## src/rtl/sm_arith_pkg.sv

```systemverilog
`default_nettype none
// +----------------------------------------------------------------------------+
// | Module   : sm_arith_pkg                                                     |
// | Purpose  : Shared sign-magnitude arithmetic definitions: op encoding and    |
// |            width-generic conversion helpers between sign-magnitude and      |
// |            two's complement (with saturation on the way back).              |
// | Ports    : none (package)                                                  |
// | Revision : 1.0 - initial release                                           |
// +----------------------------------------------------------------------------+
package sm_arith_pkg;

  // Operation encoding carried on in_op.
  localparam logic [1:0] OP_ADD  = 2'b00;
  localparam logic [1:0] OP_SUB  = 2'b01;
  localparam logic [1:0] OP_ACC  = 2'b10;
  localparam logic [1:0] OP_LOAD = 2'b11;

  // Widest sign-magnitude word the helpers handle. Callers zero-extend their
  // W-bit words into this container and pass W alongside, which lets one
  // pair of functions serve every instantiated width (W must be < SM_WMAX).
  localparam int SM_WMAX = 64;

  typedef logic [SM_WMAX:0] sm_tc_t;   // two's complement container

  typedef struct packed {
    logic               sat;
    logic [SM_WMAX-1:0] sm;
  } sm_sat_t;

  // Sign-magnitude (width w, zero-extended) to two's complement.
  // -0 maps to 0 because the negation of a zero magnitude is zero.
  function automatic sm_tc_t sm_to_tc(input logic [SM_WMAX-1:0] sm, input int w);
    sm_tc_t one;
    sm_tc_t mask;
    sm_tc_t mag;
    logic   sgn;
    one  = sm_tc_t'(1);
    mask = (one << (w - 1)) - one;
    mag  = {1'b0, sm} & mask;
    sgn  = |({1'b0, sm} & (one << (w - 1)));
    return sgn ? (~mag + one) : mag;
  endfunction

  // Two's complement to sign-magnitude of width w, clamping the magnitude at
  // 2^(w-1)-1. A zero result is always positive, so -0 is never produced.
  function automatic sm_sat_t tc_to_sm_sat(input sm_tc_t z, input int w);
    sm_tc_t  one;
    sm_tc_t  mag_max;
    sm_tc_t  abs_z;
    sm_tc_t  sign_bit;
    sm_sat_t r;
    one      = sm_tc_t'(1);
    mag_max  = (one << (w - 1)) - one;
    sign_bit = one << (w - 1);
    abs_z    = z[SM_WMAX] ? (~z + one) : z;
    r.sat    = (abs_z > mag_max);
    if (r.sat) begin
      abs_z = mag_max;
    end
    r.sm = abs_z[SM_WMAX-1:0];
    if (z[SM_WMAX]) begin
      r.sm = r.sm | sign_bit[SM_WMAX-1:0];
    end
    return r;
  endfunction

endpackage
`default_nettype wire

```

## src/rtl/sm_accum_pipe_if.sv

```systemverilog
`default_nettype none
// +----------------------------------------------------------------------------+
// | Module   : sm_accum_pipe_if                                                 |
// | Purpose  : Request/result handshake bundle for sm_accum_pipe.               |
// | Ports    : request  in_valid/in_ready/in_op/in_ch/in_x/in_y                 |
// |            result   out_valid/out_ready/out_sum/out_ch/out_sat              |
// |            modport master = requester/consumer, slave = the pipeline        |
// | Revision : 1.0 - initial release                                           |
// +----------------------------------------------------------------------------+
interface sm_accum_pipe_if #(
  parameter int W  = 24,
  parameter int CH = 4
);
  localparam int CHW = $clog2(CH);

  logic           in_valid;
  logic           in_ready;
  logic [1:0]     in_op;
  logic [CHW-1:0] in_ch;
  logic [W-1:0]   in_x;
  logic [W-1:0]   in_y;

  logic           out_valid;
  logic           out_ready;
  logic [W-1:0]   out_sum;
  logic [CHW-1:0] out_ch;
  logic           out_sat;

  modport master (
    output in_valid, in_op, in_ch, in_x, in_y, out_ready,
    input  in_ready, out_valid, out_sum, out_ch, out_sat
  );

  modport slave (
    input  in_valid, in_op, in_ch, in_x, in_y, out_ready,
    output in_ready, out_valid, out_sum, out_ch, out_sat
  );

endinterface
`default_nettype wire

```

## src/rtl/sm_sat_core.sv

```systemverilog
`default_nettype none
// +----------------------------------------------------------------------------+
// | Module   : sm_sat_core                                                      |
// | Purpose  : Combinational saturating sign-magnitude add/subtract.            |
// | Ports    : a_sm, b_sm  in  W   sign-magnitude operands                      |
// |            op_sub      in  1   1: a-b, 0: a+b                               |
// |            sum_sm      out W   saturated, canonical sign-magnitude result   |
// |            sat         out 1   result magnitude was clamped                 |
// | Revision : 1.0 - initial release                                           |
// +----------------------------------------------------------------------------+
module sm_sat_core
  import sm_arith_pkg::*;
#(
  parameter int W = 24
) (
  input  logic [W-1:0] a_sm,
  input  logic [W-1:0] b_sm,
  input  logic         op_sub,
  output logic [W-1:0] sum_sm,
  output logic         sat
);

  logic [SM_WMAX-1:0] a_wide;
  logic [SM_WMAX-1:0] b_wide;
  sm_tc_t             a_conv;
  sm_tc_t             b_conv;
  logic [W:0]         a_tc;
  logic [W:0]         b_tc;
  logic [W:0]         z_tc;
  sm_tc_t             z_wide;
  sm_sat_t            res;
  logic               unused_hi;

  always_comb begin
    a_wide         = '0;
    a_wide[W-1:0]  = a_sm;
    b_wide         = '0;
    b_wide[W-1:0]  = b_sm;
    a_conv         = sm_to_tc(a_wide, W);
    b_conv         = sm_to_tc(b_wide, W);
    a_tc           = a_conv[W:0];
    b_tc           = b_conv[W:0];
    // |a|,|b| <= 2^(W-1)-1, so the sum/difference always fits in W+1 bits.
    z_tc           = op_sub ? (a_tc - b_tc) : (a_tc + b_tc);
    z_wide         = {{(SM_WMAX - W){z_tc[W]}}, z_tc};
    res            = tc_to_sm_sat(z_wide, W);
    sum_sm         = res.sm[W-1:0];
    sat            = res.sat;
  end

  // Container bits above the working width carry only sign extension/zeros.
  assign unused_hi = ^{a_conv[SM_WMAX:W+1], b_conv[SM_WMAX:W+1], res.sm[SM_WMAX-1:W]};

endmodule
`default_nettype wire

```

## src/rtl/sm_accum_pipe.sv

```systemverilog
`default_nettype none
// +----------------------------------------------------------------------------+
// | Module   : sm_accum_pipe                                                    |
// | Purpose  : Two-stage valid/ready pipeline around a saturating sign-         |
// |            magnitude core with CH running accumulators (ADD/SUB/ACC/LOAD).  |
// | Ports    : clk         in      clock, rising edge                           |
// |            rst         in      synchronous active-high reset                |
// |            bus         slave   request/result handshake bundle              |
// |            sat_sticky  out CH  per-channel sticky saturation flags          |
// | Revision : 1.0 - initial release                                           |
// +----------------------------------------------------------------------------+
module sm_accum_pipe
  import sm_arith_pkg::*;
#(
  parameter int W  = 24,
  parameter int CH = 4
) (
  input  logic                 clk,
  input  logic                 rst,
  sm_accum_pipe_if.slave       bus,
  output logic [CH-1:0]        sat_sticky
);

  localparam int CHW = $clog2(CH);

  // Stage 1: registered request
  logic           s1_valid_q, s1_valid_d;
  logic [1:0]     s1_op_q,    s1_op_d;
  logic [CHW-1:0] s1_ch_q,    s1_ch_d;
  logic [W-1:0]   s1_x_q,     s1_x_d;
  logic [W-1:0]   s1_y_q,     s1_y_d;

  // Stage 2: registered result
  logic           out_valid_q, out_valid_d;
  logic [W-1:0]   out_sum_q,   out_sum_d;
  logic [CHW-1:0] out_ch_q,    out_ch_d;
  logic           out_sat_q,   out_sat_d;

  // Per-channel state
  logic [W-1:0]   acc_q [CH];
  logic [W-1:0]   acc_d [CH];
  logic [CH-1:0]  sat_sticky_q, sat_sticky_d;

  logic           s2_load;
  logic           s1_load;
  logic           xfer;
  logic [W-1:0]   acc_rd;
  logic [W-1:0]   core_a;
  logic [W-1:0]   core_b;
  logic           core_sub;
  logic [W-1:0]   core_sum;
  logic           core_sat;

  assign s2_load = !out_valid_q || bus.out_ready;
  assign s1_load = !s1_valid_q || s2_load;
  assign xfer    = s1_valid_q && s2_load;

  // Operand selection. The accumulator is read at the same edge it is
  // written, so consecutive ACCs on one channel chain without forwarding.
  always_comb begin
    acc_rd = '0;
    for (int i = 0; i < CH; i++) begin
      if (s1_ch_q == CHW'(i)) begin
        acc_rd = acc_q[i];
      end
    end
    core_a   = s1_x_q;
    core_b   = s1_y_q;
    core_sub = 1'b0;
    case (s1_op_q)
      OP_SUB:  core_sub = 1'b1;
      OP_ACC: begin
        core_a = acc_rd;
        core_b = s1_x_q;
      end
      OP_LOAD: core_b = '0;   // X + 0 canonicalises -0 to +0
      default: ;
    endcase
  end

  sm_sat_core #(.W(W)) u_core (
    .a_sm   (core_a),
    .b_sm   (core_b),
    .op_sub (core_sub),
    .sum_sm (core_sum),
    .sat    (core_sat)
  );

  always_comb begin
    s1_valid_d = s1_valid_q;
    s1_op_d    = s1_op_q;
    s1_ch_d    = s1_ch_q;
    s1_x_d     = s1_x_q;
    s1_y_d     = s1_y_q;
    if (s1_load) begin
      s1_valid_d = bus.in_valid;
      if (bus.in_valid) begin
        s1_op_d = bus.in_op;
        s1_ch_d = bus.in_ch;
        s1_x_d  = bus.in_x;
        s1_y_d  = bus.in_y;
      end
    end
  end

  always_comb begin
    out_valid_d  = out_valid_q;
    out_sum_d    = out_sum_q;
    out_ch_d     = out_ch_q;
    out_sat_d    = out_sat_q;
    acc_d        = acc_q;
    sat_sticky_d = sat_sticky_q;
    if (s2_load) begin
      out_valid_d = s1_valid_q;
    end
    if (xfer) begin
      out_sum_d = core_sum;
      out_ch_d  = s1_ch_q;
      out_sat_d = (s1_op_q == OP_LOAD) ? 1'b0 : core_sat;
      for (int i = 0; i < CH; i++) begin
        if (s1_ch_q == CHW'(i)) begin
          if ((s1_op_q == OP_ACC) || (s1_op_q == OP_LOAD)) begin
            acc_d[i] = core_sum;
          end
          // LOAD wins over a simultaneous set on the same channel.
          if (s1_op_q == OP_LOAD) begin
            sat_sticky_d[i] = 1'b0;
          end else if (core_sat) begin
            sat_sticky_d[i] = 1'b1;
          end
        end
      end
    end
  end

  always_ff @(posedge clk) begin
    if (rst) begin
      s1_valid_q   <= 1'b0;
      s1_op_q      <= '0;
      s1_ch_q      <= '0;
      s1_x_q       <= '0;
      s1_y_q       <= '0;
      out_valid_q  <= 1'b0;
      out_sum_q    <= '0;
      out_ch_q     <= '0;
      out_sat_q    <= 1'b0;
      sat_sticky_q <= '0;
      for (int i = 0; i < CH; i++) begin
        acc_q[i] <= '0;
      end
    end else begin
      s1_valid_q   <= s1_valid_d;
      s1_op_q      <= s1_op_d;
      s1_ch_q      <= s1_ch_d;
      s1_x_q       <= s1_x_d;
      s1_y_q       <= s1_y_d;
      out_valid_q  <= out_valid_d;
      out_sum_q    <= out_sum_d;
      out_ch_q     <= out_ch_d;
      out_sat_q    <= out_sat_d;
      sat_sticky_q <= sat_sticky_d;
      for (int i = 0; i < CH; i++) begin
        acc_q[i] <= acc_d[i];
      end
    end
  end

  assign bus.in_ready  = s1_load;
  assign bus.out_valid = out_valid_q;
  assign bus.out_sum   = out_sum_q;
  assign bus.out_ch    = out_ch_q;
  assign bus.out_sat   = out_sat_q;
  assign sat_sticky    = sat_sticky_q;

endmodule
`default_nettype wire
```

## src/flat_wrapper.sv

```systemverilog
// flat-port wrapper written by rule: the top's interface ports become plain ports
module sm_accum_pipe_flat import sm_arith_pkg::*;
#(
  parameter int W  = 24,
  parameter int CH = 4
)
  (clk, rst, sat_sticky, bus_in_valid, bus_in_op, bus_in_ch, bus_in_x, bus_in_y, bus_out_ready, bus_in_ready, bus_out_valid, bus_out_sum, bus_out_ch, bus_out_sat);
  sm_accum_pipe_if #(.W(W), .CH(CH)) bus_i ();
  input  logic clk;
  input  logic rst;
  output logic [CH-1:0] sat_sticky;
  input wire logic [$bits(bus_i.in_valid)-1:0] bus_in_valid;
  input wire logic [$bits(bus_i.in_op)-1:0] bus_in_op;
  input wire logic [$bits(bus_i.in_ch)-1:0] bus_in_ch;
  input wire logic [$bits(bus_i.in_x)-1:0] bus_in_x;
  input wire logic [$bits(bus_i.in_y)-1:0] bus_in_y;
  input wire logic [$bits(bus_i.out_ready)-1:0] bus_out_ready;
  output wire logic [$bits(bus_i.in_ready)-1:0] bus_in_ready;
  output wire logic [$bits(bus_i.out_valid)-1:0] bus_out_valid;
  output wire logic [$bits(bus_i.out_sum)-1:0] bus_out_sum;
  output wire logic [$bits(bus_i.out_ch)-1:0] bus_out_ch;
  output wire logic [$bits(bus_i.out_sat)-1:0] bus_out_sat;
  assign bus_i.in_valid = bus_in_valid;
  assign bus_i.in_op = bus_in_op;
  assign bus_i.in_ch = bus_in_ch;
  assign bus_i.in_x = bus_in_x;
  assign bus_i.in_y = bus_in_y;
  assign bus_i.out_ready = bus_out_ready;
  assign bus_in_ready = bus_i.in_ready;
  assign bus_out_valid = bus_i.out_valid;
  assign bus_out_sum = bus_i.out_sum;
  assign bus_out_ch = bus_i.out_ch;
  assign bus_out_sat = bus_i.out_sat;
  sm_accum_pipe #(.W(W), .CH(CH)) u_core (.clk(clk), .rst(rst), .bus(bus_i), .sat_sticky(sat_sticky));
endmodule
```

## config.mk

```make
export PLATFORM = sky130hd
export DESIGN_NAME = sm_accum_pipe_flat
export DESIGN_NICKNAME = d
export VERILOG_FILES = /design/src/rtl/sm_arith_pkg.sv /design/src/rtl/sm_accum_pipe_if.sv /design/src/rtl/sm_sat_core.sv /design/src/rtl/sm_accum_pipe.sv /design/src/flat_wrapper.sv
export SDC_FILE = /design/constraint.sdc
export NUM_CORES = 1
export LEC_CHECK = 0
export ABC_AREA = 1
export BUFFER_PORTS_ARGS = -buffer_cell sky130_fd_sc_hd__buf_2
export CAP_MARGIN = 10
export CORE_AREA = 2 2 169 171
export CTS_BUF_LIST = sky130_fd_sc_hd__clkbuf_8
export CTS_CLUSTER_SIZE = 20
export DETAILED_ROUTE_END_ITERATION = 10
export DIE_AREA = 0 0 171 173
export PLACE_DENSITY = 0.67
export RECOVER_POWER = 25
export SLEW_MARGIN = 10
export SYNTH_ARGS = -nofsm -noshare
export SYNTH_HDL_FRONTEND = slang
export SYNTH_SLANG_ARGS = --single-unit
export TNS_END_PERCENT = 1
```

## constraint.sdc

```tcl
create_clock -name clk -period 8.2 [get_ports clk]
set_input_delay 0.82 -clock clk [delete_from_list [all_inputs] [get_ports clk]]
set_output_delay 0.82 -clock clk [all_outputs]
set_load 0.005 [all_outputs]
```

==> impl_metrics.env <==
export IMPL_status="finished, violations left"
export IMPL_violations="capacitance limit, slew limit"
export IMPL_drv_slew=124
export IMPL_grt_max_degree=97
export IMPL_ys_types=48
export IMPL_cts_sinks=181
export IMPL_dr_first_iter_drc_count=1203
export IMPL_fin_area_sq_mm=0.0134
export IMPL_core_sq_mm=0.0276
export IMPL_pwr_share_comb_pct=56.2
export IMPL_hold_buffers=0
export IMPL_syn_area_per_cell_sq_um=6.03
export IMPL_synth_seq_area_share_pct=29.3
export IMPL_grt_pass1_vias=11200
export IMPL_antenna_cells=0
export IMPL_cpPeakStageDelay_ns=0.57
export IMPL_p_per_area_mw_per_mm2=277
export IMPL_die_area_sq_mm=0.0296
export IMPL_grt_overflow_total=0
export IMPL_ioPinCount=89
export IMPL_vias_per_cell=5.21
export IMPL_placementRows=61
export IMPL_start_kind="flip-flop"
export IMPL_synth_top_area_cell="dfxtp_1"
export IMPL_power_switching_w=0.00199
export IMPL_drc=0
export IMPL_track_usage_pct=25.5
export IMPL_seq_power_share_pct=25.9
export IMPL_cpMaxStageDelayCell="inv_4"
export IMPL_cp_required_ns=8.59
export IMPL_ant_nets=0
export IMPL_ys_top_cells_by_area="dfxtp_1 (29%), nand2_1 (15%), nor2_1 (12%)"
export IMPL_clock_latency_ns=0.49
export IMPL_synth_nets=2133
export IMPL_max_cap_violations=2
export IMPL_synth_warnings=0
export IMPL_syn_area_sq_mm=0.0123
export IMPL_wl_per_cell_um=15.6
export IMPL_grt_pass1_wl_mm=59.8
export IMPL_drt_pass1_iterations=8
export IMPL_gp_congestion=0.945
export IMPL_cts_made_buffers=17
export IMPL_rsz0062_at_grt="no"
export IMPL_clockBufferDepth=2
export IMPL_antenna_found_initial=0
export IMPL_worstMarginPinSlew_ns=2.05
export IMPL_synth_common_cells="nand2_1 (497), nor2_1 (381), inv_1 (254)"
export IMPL_hold_viol=0
export IMPL_drt_wl_total_mm=38.5
export IMPL_p_leak_nw=6.69
export IMPL_vias=12800
export IMPL_cts_setup_buffers=0
export IMPL_dp_hpwl_mm=29.0
export IMPL_dpl_cell_count=2434
export IMPL_cts_clk_slew_worst_paths_ns=0.13
export IMPL_critical_path_class="reg -> reg"
export IMPL_ctsResizeCount=0
export IMPL_synthArstFlopShare_pct=0
export IMPL_sw_frac_of_total_pct=53.9
export IMPL_synth_ff_type="dfxtp_1"
export IMPL_intPower_w=0.00171
export IMPL_portBuffers=88
export IMPL_place_area_sq_mm=0.0129
export IMPL_max_slew_margin_pct=-36.3
export IMPL_clockPowerShare_pct=17.9
export IMPL_synth_edf_count=0
export IMPL_cts_root_buf="clkbuf_8"
export IMPL_die_x_um=171
export IMPL_cts_tree="built"
export IMPL_area_growth_syn_to_layout_pct=8.13
export IMPL_htreeDepth=4
export IMPL_path_max_fanout=64
export IMPL_syn_inst=2049
export IMPL_fmax_mhz=147
export IMPL_dieHeight_um=173
export IMPL_ir_worst_vdd_v=0.000294
export IMPL_period_needed_ns=6.80
export IMPL_finalSetupTns_ns=0
export IMPL_setup_violations_final=0
export IMPL_start_util_pct=44.7
export IMPL_synth_top_area_share_pct=29.3
export IMPL_holdWs_ns=0.475
export IMPL_critPathArrivalTime_ns=7.19
export IMPL_cp_end_kind="flip-flop"
export IMPL_nFillCells=2953
export IMPL_ys_ff_latch=181
export IMPL_fin_cells=2466
export IMPL_hp_class="reg -> reg"
export IMPL_yosysMostFrequentCell="nand2_1"
export IMPL_finClkSkew_ns=0.0268
export IMPL_timing_final_crit_share_pct=82.9
export IMPL_layout_drive_gt1_share_pct=8.19
export IMPL_layout_nets=2159
## worst max-delay path: cells and delay by family (launching register included)
| kind | cells | cell delay [ns] |
|---|---|---|
| flip-flops | 1 | 0.39 |
| AND/OR/NAND/NOR | 17 | 2.56 |
| adder cells (fa/ha/maj) | 1 | 0.37 |
| AO/OA/AOI/OAI | 4 | 1.28 |
| buffers and inverters | 9 | 1.94 |
| XOR/XNOR | 1 | 0.12 |
## registers in the layout, indices dropped and copies added, names as in the netlist
signal                flops
u_core.bus.out_sat        1
u_core.s1_x_q            24
u_core.bus.out_valid      1
u_core.s1_y_q            24
u_core.bus.out_sum       24
u_core.sat_sticky         4
u_core.s1_valid_q         1
u_core.s1_ch_q            2
u_core.s1_op_q            2
u_core.bus.out_ch         2
u_core.acc_q             96
## layout by cell type, fill, tap and decap left out, types with 6 or more instances in the layout
cell type,instances
a21oi_1,83
nor2_2,7
a31oi_1,11
xor2_1,46
nor3_1,8
dfxtp_1,181
o21ai_1,6
o211ai_1,12
nand3_2,6
nand2_1,497
nor2_4,8
nand4_1,23
nand3b_1,8
clkbuf_8,17
nand3_1,199
clkinv_8,6
nand2_2,12
nor2_1,378
buf_2,67
ha_1,27
inv_1,254
o21ai_0,107
xnor2_1,25
o22ai_1,9
clkbuf_1,21
buf_4,10
inv_2,13
## power by group through the flow
stage | Sequential, W | Combinational [W] | Clock (W)
global placement | 0.000976 | 0.00202 | 0
finish | 0.000957 | 0.00208 | 0.000662
floorplan | 0.000969 | 0.00143 | 0
detailed placement | 0.000975 | 0.00202 | 0
CTS | 0.000956 | 0.00203 | 0.000671
global route | 0.000962 | 0.00225 | 0.000706
## kinds of logic after synthesis
family / after synthesis / share of synthesized area [%]
simple gates: 1154 / 39.3
buf+inv: 364 / 11.9
compound gates: 248 / 11.2
flops: 181 / 29.3
xor+xnor: 74 / 5.43
fa+ha+maj: 28 / 2.90
## per-stage QoR
stage / power, W / worst slack, ns / util [%]
3_5_place_dp: 0.00299 / 1.55 / 46.8
6_report: 0.00370 / 1.40 / 48.3
3_3_place_gp: 0.00300 / 1.69 / 46.8
5_1_grt: 0.00392 / 0.714 / 48.3
2_1_floorplan: 0.00239 / 3.27 / -
4_1_cts: 0.00366 / 1.47 / 48.4
## area by class of cell
cell class              instances  area [sq um]  area share, %
clock buffers                  17           234           1.75
repair buffers                 99           509           3.81
well taps                     378           473           3.54
inverters                     272          1030           7.68
clock inverters                15           215           1.61
multi-input cells            1504          7270           54.5
flip-flops and latches        181          3620           27.1
## routing by layer
metal | part of all wire [%] | global-route usage [%]
met5 | 0 | 0
met2 | 45 | 39.7
met4 | 2.2 | 7.42
met3 | 7.1 | 4.39
met1 | 46 | 35.9
## path summary, 6_finish.rpt
path / start / endpoint / slack [ns] / depth (start not counted)
max: u_core.s1_op_q[1] / u_core.bus.out_sum[19] / 1.40 / 32
min: u_core.bus.out_sat / u_core.bus.out_sat / 0.47 / 2
max reg2reg: u_core.s1_op_q[1] / u_core.bus.out_sum[19] / 1.40 / 32
min reg2reg: u_core.bus.out_sat / u_core.bus.out_sat / 0.47 / 2
(Power assumes the default switching activity.)
